[config.mk]
export PLATFORM = sky130hd
export DESIGN_NAME = spi_slave
export DESIGN_NICKNAME = d
export VERILOG_FILES = /design/src/rtl/spi_slave.sv
export SDC_FILE = /design/constraint.sdc
export NUM_CORES = 1
export LEC_CHECK = 0
export ABC_AREA = 1
export CAP_MARGIN = 10
export CORE_MARGIN = 4
export CORE_UTILIZATION = 59
export CTS_CLUSTER_DIAMETER = 50
export DETAILED_ROUTE_END_ITERATION = 6
export PLACE_DENSITY = 0.84
export SLEW_MARGIN = 0
export SYNTH_ARGS = -nofsm -noshare
export SYNTH_HDL_FRONTEND = slang
export SYNTH_SLANG_ARGS = --single-unit
[constraint.sdc]
create_clock -name clk_100 -period 2.2 [get_ports clk_100]
set_clock_uncertainty 0.05 [all_clocks]
set_input_delay 0.33 -clock clk_100 [delete_from_list [all_inputs] [get_ports clk_100]]
set_output_delay 0.33 -clock clk_100 [all_outputs]
set_load 0.05 [all_outputs]
[src/rtl/spi_slave.sv]
// spi_slave: SPI mode-0 (CPOL=0, CPHA=0), MSB-first responder running on clk_100.
// The external pins are oversampled through synchronizers, and edges are found by
// comparing the last synchronizer stage with one more flop.
//
// Ports:
//   clk_100, a_rst_n (async, active low), s_rst (sync, active high clear)
//   sck_in, cs_n_in, mosi_in : asynchronous SPI pins
//   miso_out                 : serial data out, 0 when not selected
//   tx_data/tx_valid/tx_ready: one-entry holding register. A word is taken on the
//                              cycle where tx_valid && tx_ready.
//   rx_data/rx_valid         : last complete word, plus a one-cycle strobe on update
//   busy                     : high while the frame is active
//   tx_underrun              : pulse, a word load found the holding register empty
//   frame_err                : pulse, chip select released mid-word
module spi_slave #(
  parameter int P_DATA_W      = 8,
  parameter int P_SYNC_STAGES = 2
) (
  input  logic                clk_100,
  input  logic                a_rst_n,
  input  logic                s_rst,
  input  logic                sck_in,
  input  logic                cs_n_in,
  input  logic                mosi_in,
  output logic                miso_out,
  input  logic [P_DATA_W-1:0] tx_data,
  input  logic                tx_valid,
  output logic                tx_ready,
  output logic [P_DATA_W-1:0] rx_data,
  output logic                rx_valid,
  output logic                busy,
  output logic                tx_underrun,
  output logic                frame_err
);

  localparam int CW = $clog2(P_DATA_W);
  localparam logic [CW-1:0] LAST_BIT = CW'(P_DATA_W - 1);

  typedef enum logic {ST_IDLE, ST_ACTIVE} state_t;

  logic [P_SYNC_STAGES-1:0] sck_sync, cs_sync, mosi_sync;
  logic                     sck_d, cs_d;
  // Fills with ones after reset. Until it is full, the cs_n history is the reset value
  // and not the pin.
  logic [P_SYNC_STAGES:0]   fill;
  // Set once cs_n has genuinely been seen high. This stops a frame that was already
  // running across a reset from being taken as a new cs_fall.
  logic                     armed;

  logic sck_s, cs_s, mosi_s;
  logic sck_rise, sck_fall, cs_fall, cs_rise;

  state_t              state;
  logic [CW-1:0]       bit_cnt;
  logic [P_DATA_W-1:0] rx_shift, tx_shift, hold;
  logic                hold_full, pending_load;
  logic                load, hs, shift_en;

  assign sck_s  = sck_sync[P_SYNC_STAGES-1];
  assign cs_s   = cs_sync[P_SYNC_STAGES-1];
  assign mosi_s = mosi_sync[P_SYNC_STAGES-1];

  assign sck_rise = sck_s & ~sck_d;
  assign sck_fall = ~sck_s & sck_d;
  assign cs_fall  = armed & cs_d & ~cs_s;
  assign cs_rise  = cs_s & ~cs_d;

  assign tx_ready = ~hold_full;
  assign busy     = (state == ST_ACTIVE);
  assign hs       = tx_valid & ~hold_full;

  always_comb begin
    load     = 1'b0;
    shift_en = 1'b0;
    if (state == ST_IDLE) begin
      load = cs_fall;
    end else if (!cs_rise && sck_fall) begin
      load     = pending_load;
      shift_en = ~pending_load;
    end
  end

  always_ff @(posedge clk_100 or negedge a_rst_n) begin
    if (!a_rst_n) begin
      sck_sync  <= '0;
      mosi_sync <= '0;
      cs_sync   <= '1;
      sck_d     <= 1'b0;
      cs_d      <= 1'b1;
      fill      <= '0;
      armed     <= 1'b0;
    end else if (s_rst) begin
      sck_sync  <= '0;
      mosi_sync <= '0;
      cs_sync   <= '1;
      sck_d     <= 1'b0;
      cs_d      <= 1'b1;
      fill      <= '0;
      armed     <= 1'b0;
    end else begin
      sck_sync  <= {sck_sync[P_SYNC_STAGES-2:0], sck_in};
      mosi_sync <= {mosi_sync[P_SYNC_STAGES-2:0], mosi_in};
      cs_sync   <= {cs_sync[P_SYNC_STAGES-2:0], cs_n_in};
      sck_d     <= sck_s;
      cs_d      <= cs_s;
      fill      <= {fill[P_SYNC_STAGES-1:0], 1'b1};
      if (fill[P_SYNC_STAGES] && cs_s) armed <= 1'b1;
    end
  end

  always_ff @(posedge clk_100 or negedge a_rst_n) begin
    if (!a_rst_n) begin
      state        <= ST_IDLE;
      bit_cnt      <= '0;
      rx_shift     <= '0;
      tx_shift     <= '0;
      hold         <= '0;
      hold_full    <= 1'b0;
      pending_load <= 1'b0;
      rx_data      <= '0;
      rx_valid     <= 1'b0;
      tx_underrun  <= 1'b0;
      frame_err    <= 1'b0;
      miso_out     <= 1'b0;
    end else if (s_rst) begin
      state        <= ST_IDLE;
      bit_cnt      <= '0;
      rx_shift     <= '0;
      tx_shift     <= '0;
      hold         <= '0;
      hold_full    <= 1'b0;
      pending_load <= 1'b0;
      rx_data      <= '0;
      rx_valid     <= 1'b0;
      tx_underrun  <= 1'b0;
      frame_err    <= 1'b0;
      miso_out     <= 1'b0;
    end else begin
      rx_valid    <= 1'b0;
      tx_underrun <= 1'b0;
      frame_err   <= 1'b0;

      // The load sees the state from before this cycle. So a handshake in the same
      // cycle as a load still counts as an underrun, and it refills the register for
      // the next load.
      if (hs) begin
        hold      <= tx_data;
        hold_full <= 1'b1;
      end else if (load) begin
        hold_full <= 1'b0;
      end

      if (load) begin
        tx_shift    <= hold_full ? hold : '0;
        tx_underrun <= ~hold_full;
      end else if (shift_en) begin
        tx_shift <= {tx_shift[P_DATA_W-2:0], 1'b0};
      end

      case (state)
        ST_IDLE: begin
          if (cs_fall) begin
            state        <= ST_ACTIVE;
            bit_cnt      <= '0;
            pending_load <= 1'b0;
          end
        end
        ST_ACTIVE: begin
          if (cs_rise) begin
            // A pending load is dropped here, so the holding register is not consumed.
            state        <= ST_IDLE;
            bit_cnt      <= '0;
            pending_load <= 1'b0;
            frame_err    <= (bit_cnt != '0);
          end else if (sck_rise) begin
            rx_shift <= {rx_shift[P_DATA_W-2:0], mosi_s};
            if (bit_cnt == LAST_BIT) begin
              rx_data      <= {rx_shift[P_DATA_W-2:0], mosi_s};
              rx_valid     <= 1'b1;
              bit_cnt      <= '0;
              pending_load <= 1'b1;
            end else begin
              bit_cnt <= bit_cnt + 1'b1;
            end
          end else if (sck_fall && pending_load) begin
            pending_load <= 1'b0;
          end
        end
        default: state <= ST_IDLE;
      endcase

      miso_out <= (state == ST_ACTIVE) ? tx_shift[P_DATA_W-1] : 1'b0;
    end
  end

endmodule

==> impl_metrics.ini <==
[timing]
fin_ws_ns = 0.113
timing_hold_violations_final = 0
fin_crit_sh_pct = 94.9
fin_crit_ns = 2.09
setup_tns_ns = 0
rsz0062_at_grt = no
max_slew_margin_pct = 66.1
drv_slew = 0
setup_viol = 0
max_freq_mhz = 479
worstMarginPinSlew_ns = 0.507

[clocking]
cts.reportedPaths.clkPinSlew_ns = 0.10
clkLatencyLatePin_ns = 0.31
cts.root.buffer_cell = clkbuf_8
post-cts-setup-buffers = 0
clockBufferDepth = 2
h-tree-depth = 2
cts_tree = built
cts_buffers = 5
cts.sinks = 53

[global_route]
grt_overflow_total = 0
grt_max_degree = 25
grt_pass1_wl_mm = 8.06
grt_pass1_vias = 1777
track_usage_pct = 19.8
antenna_found_initial = 0

[logic_synthesis]
yosysWarningCount = 0
ys_types = 24
ys_seq_area_share_pct = 55.5
syn_nets = 288
synth_ff_type = dfrtp_1
yosys.area.top_type = dfrtp_1
synthTopCellsByArea = dfrtp_1 52%, nand2_1 11%, inv_1 6.6%
yosysMostFrequentCell = nand2_1
postSynthRegisterBits = 53
async_flop_share_pct = 100
avgSynthCellArea_um2 = 8.92
synthesis.area_mm2 = 0.00240
synth_enable_flop_cells = 0
syn_inst = 269
synth_top_area_share_pct = 52.2
ys_top_cells_by_count = 71 x nand2_1, 50 x dfrtp_1, 42 x inv_1

[floorplan]
start_util_pct = 63.1
ios = 29
die_height_um = 71.8
die_w_um = 71.8
row_count = 22
coreArea_mm2 = 0.00380
die_area_mm2 = 0.00515

[placement]
dp_slack_ns = 0.388
place_congestion = 0.871
port_buffers = 28
dp_hpwl_mm = 3.08

[setup_path]
path_cells = clkdlybuf4s50_1
path_delay_family = buffers and inverters
reg2reg_slack_ns = 0.64
end_kind = output pin
startpoint_type = flop
crit_type = flop to output pin
worstPathRequired_ns = 1.82
path_buf_inv = 1
arrival_ns = 1.71
max_stage_delay_ns = 0.87
crit_slowest_cell = clkdlybuf4s50_1
crit_path_max_fanout = 9

[pwr]
leakagePower_uw = 0.00134
ir_drop_mv = 0.495
totalPowerFinal_uw = 1680
p_per_area_mw_per_mm2 = 593

[route]
drtIter0Drc = 168
drc = 0
routed_wl_mm = 4.34
vias_per_cell = 5.16
wl_per_cell_um = 12.3
dr.pass1.iters = 7
vias = 1816
postRouteAntennaNets = 0

[run_status]
outcome = completed

[layout]
area.growth.synth_to_final_pct = 17.7
drive_gt1_share_pct = 12.2
antenna_cells = 0
fin_nets = 322

[hold_path]
hp-class = flop to flop

[flow_run]
cap_viol_max_count = 0
==> layer usage <==
layer / share of wire, % / vias up / global-route usage [%]
met3: 5.0 / 8 / 3.65
met2: 46 / 41 / 30.6
li1: - / 899 / -
met5: 0 / - / 0
met1: 47 / 868 / 28.0
met4: 1.9 / 0 / 7.52
==> layout by cell type, fill, tap and decap left out, types with 2 or more instances in the layout <==
cell type        netlist  final
buf_4                  0      3
dfstp_2                3      3
nand3_1               23     23
nor2_1                18     18
clkdlybuf4s50_1        0     26
nand3_4                2      2
clkbuf_8               0      5
o21ai_1               12     12
clkinv_2               0      2
or2_2                  3      3
dfrtp_1               50     50
a211oi_1               2      2
ha_1                   4      4
inv_1                 42     42
nand2_2                6      6
o21ai_0               14     14
nand2_1               71     71
nor2_4                 6      6
==> worst paths after layout <==
path                       startpoint    endpoint  cells past startpoint
setup / recovery                 busy        busy                      1
hold / removal                fill[1]     fill[2]                      2
setup reg to reg                 cs_d  rx_data[5]                      7
hold reg to reg               fill[1]     fill[2]                      2
max in group asynchronous     a_rst_n     fill[0]                      3
min in group asynchronous     a_rst_n  rx_data[1]                      2
==> kinds of logic (layout without fill, tap and decap cells) <==
group	Yosys count	after routing	synth area share, %
AND/OR/NAND/NOR	131	131	26.3
flip-flops	53	53	55.5
adder cells (fa/ha/maj)	4	4	2.09
AO/OA/AOI/OAI	33	33	7.98
buffers and inverters	48	83	8.14
==> sequential cells by signal (all words and copies together), names as in the netlist, 2 cells and up <==
register   count
tx_shift       8
hold           8
cs_sync        2
bit_cnt        3
fill           3
sck_sync       2
rx_data        8
rx_shift       7
mosi_sync      2
==> through the flow <==
stage	cell area, um2	cells	hold slack (ns)	util (%)
floorplan	2400	269	-0.0156	-
detailed placement	2730	343	0.279	71.7
global placement	2730	343	0.276	71.7
global route	2820	352	0.421	74.3
CTS	2820	352	0.412	74.3
finish	2820	352	0.403	74.3
==> what timing repair did <==
action	in CTS	in global routing
hold buffers	1	0
resized for setup	0	1
setup endpoints to repair	0	1
hold endpoints to repair	19	0
==> area by class of cell <==
| class | count | area, um2 |
|---|---|---|
| repair buffers | 32 | 310 |
| well taps | 48 | 60.1 |
| multi-input cells | 168 | 873 |
| clock inverters | 3 | 17.5 |
| inverters | 43 | 164 |
| clock buffers | 5 | 68.8 |
| flip-flops and latches | 53 | 1330 |
| fillers | 292 | 975 |
==> report_power, final <==
group | internal, uW | total (uW) | switching [uW]
Sequential | 997 | 1010 | 16.0
Clock | 220 | 532 | 312
Combinational | 49.6 | 131 | 81.5
No activity file was read; power rests on OpenSTA's default activity.
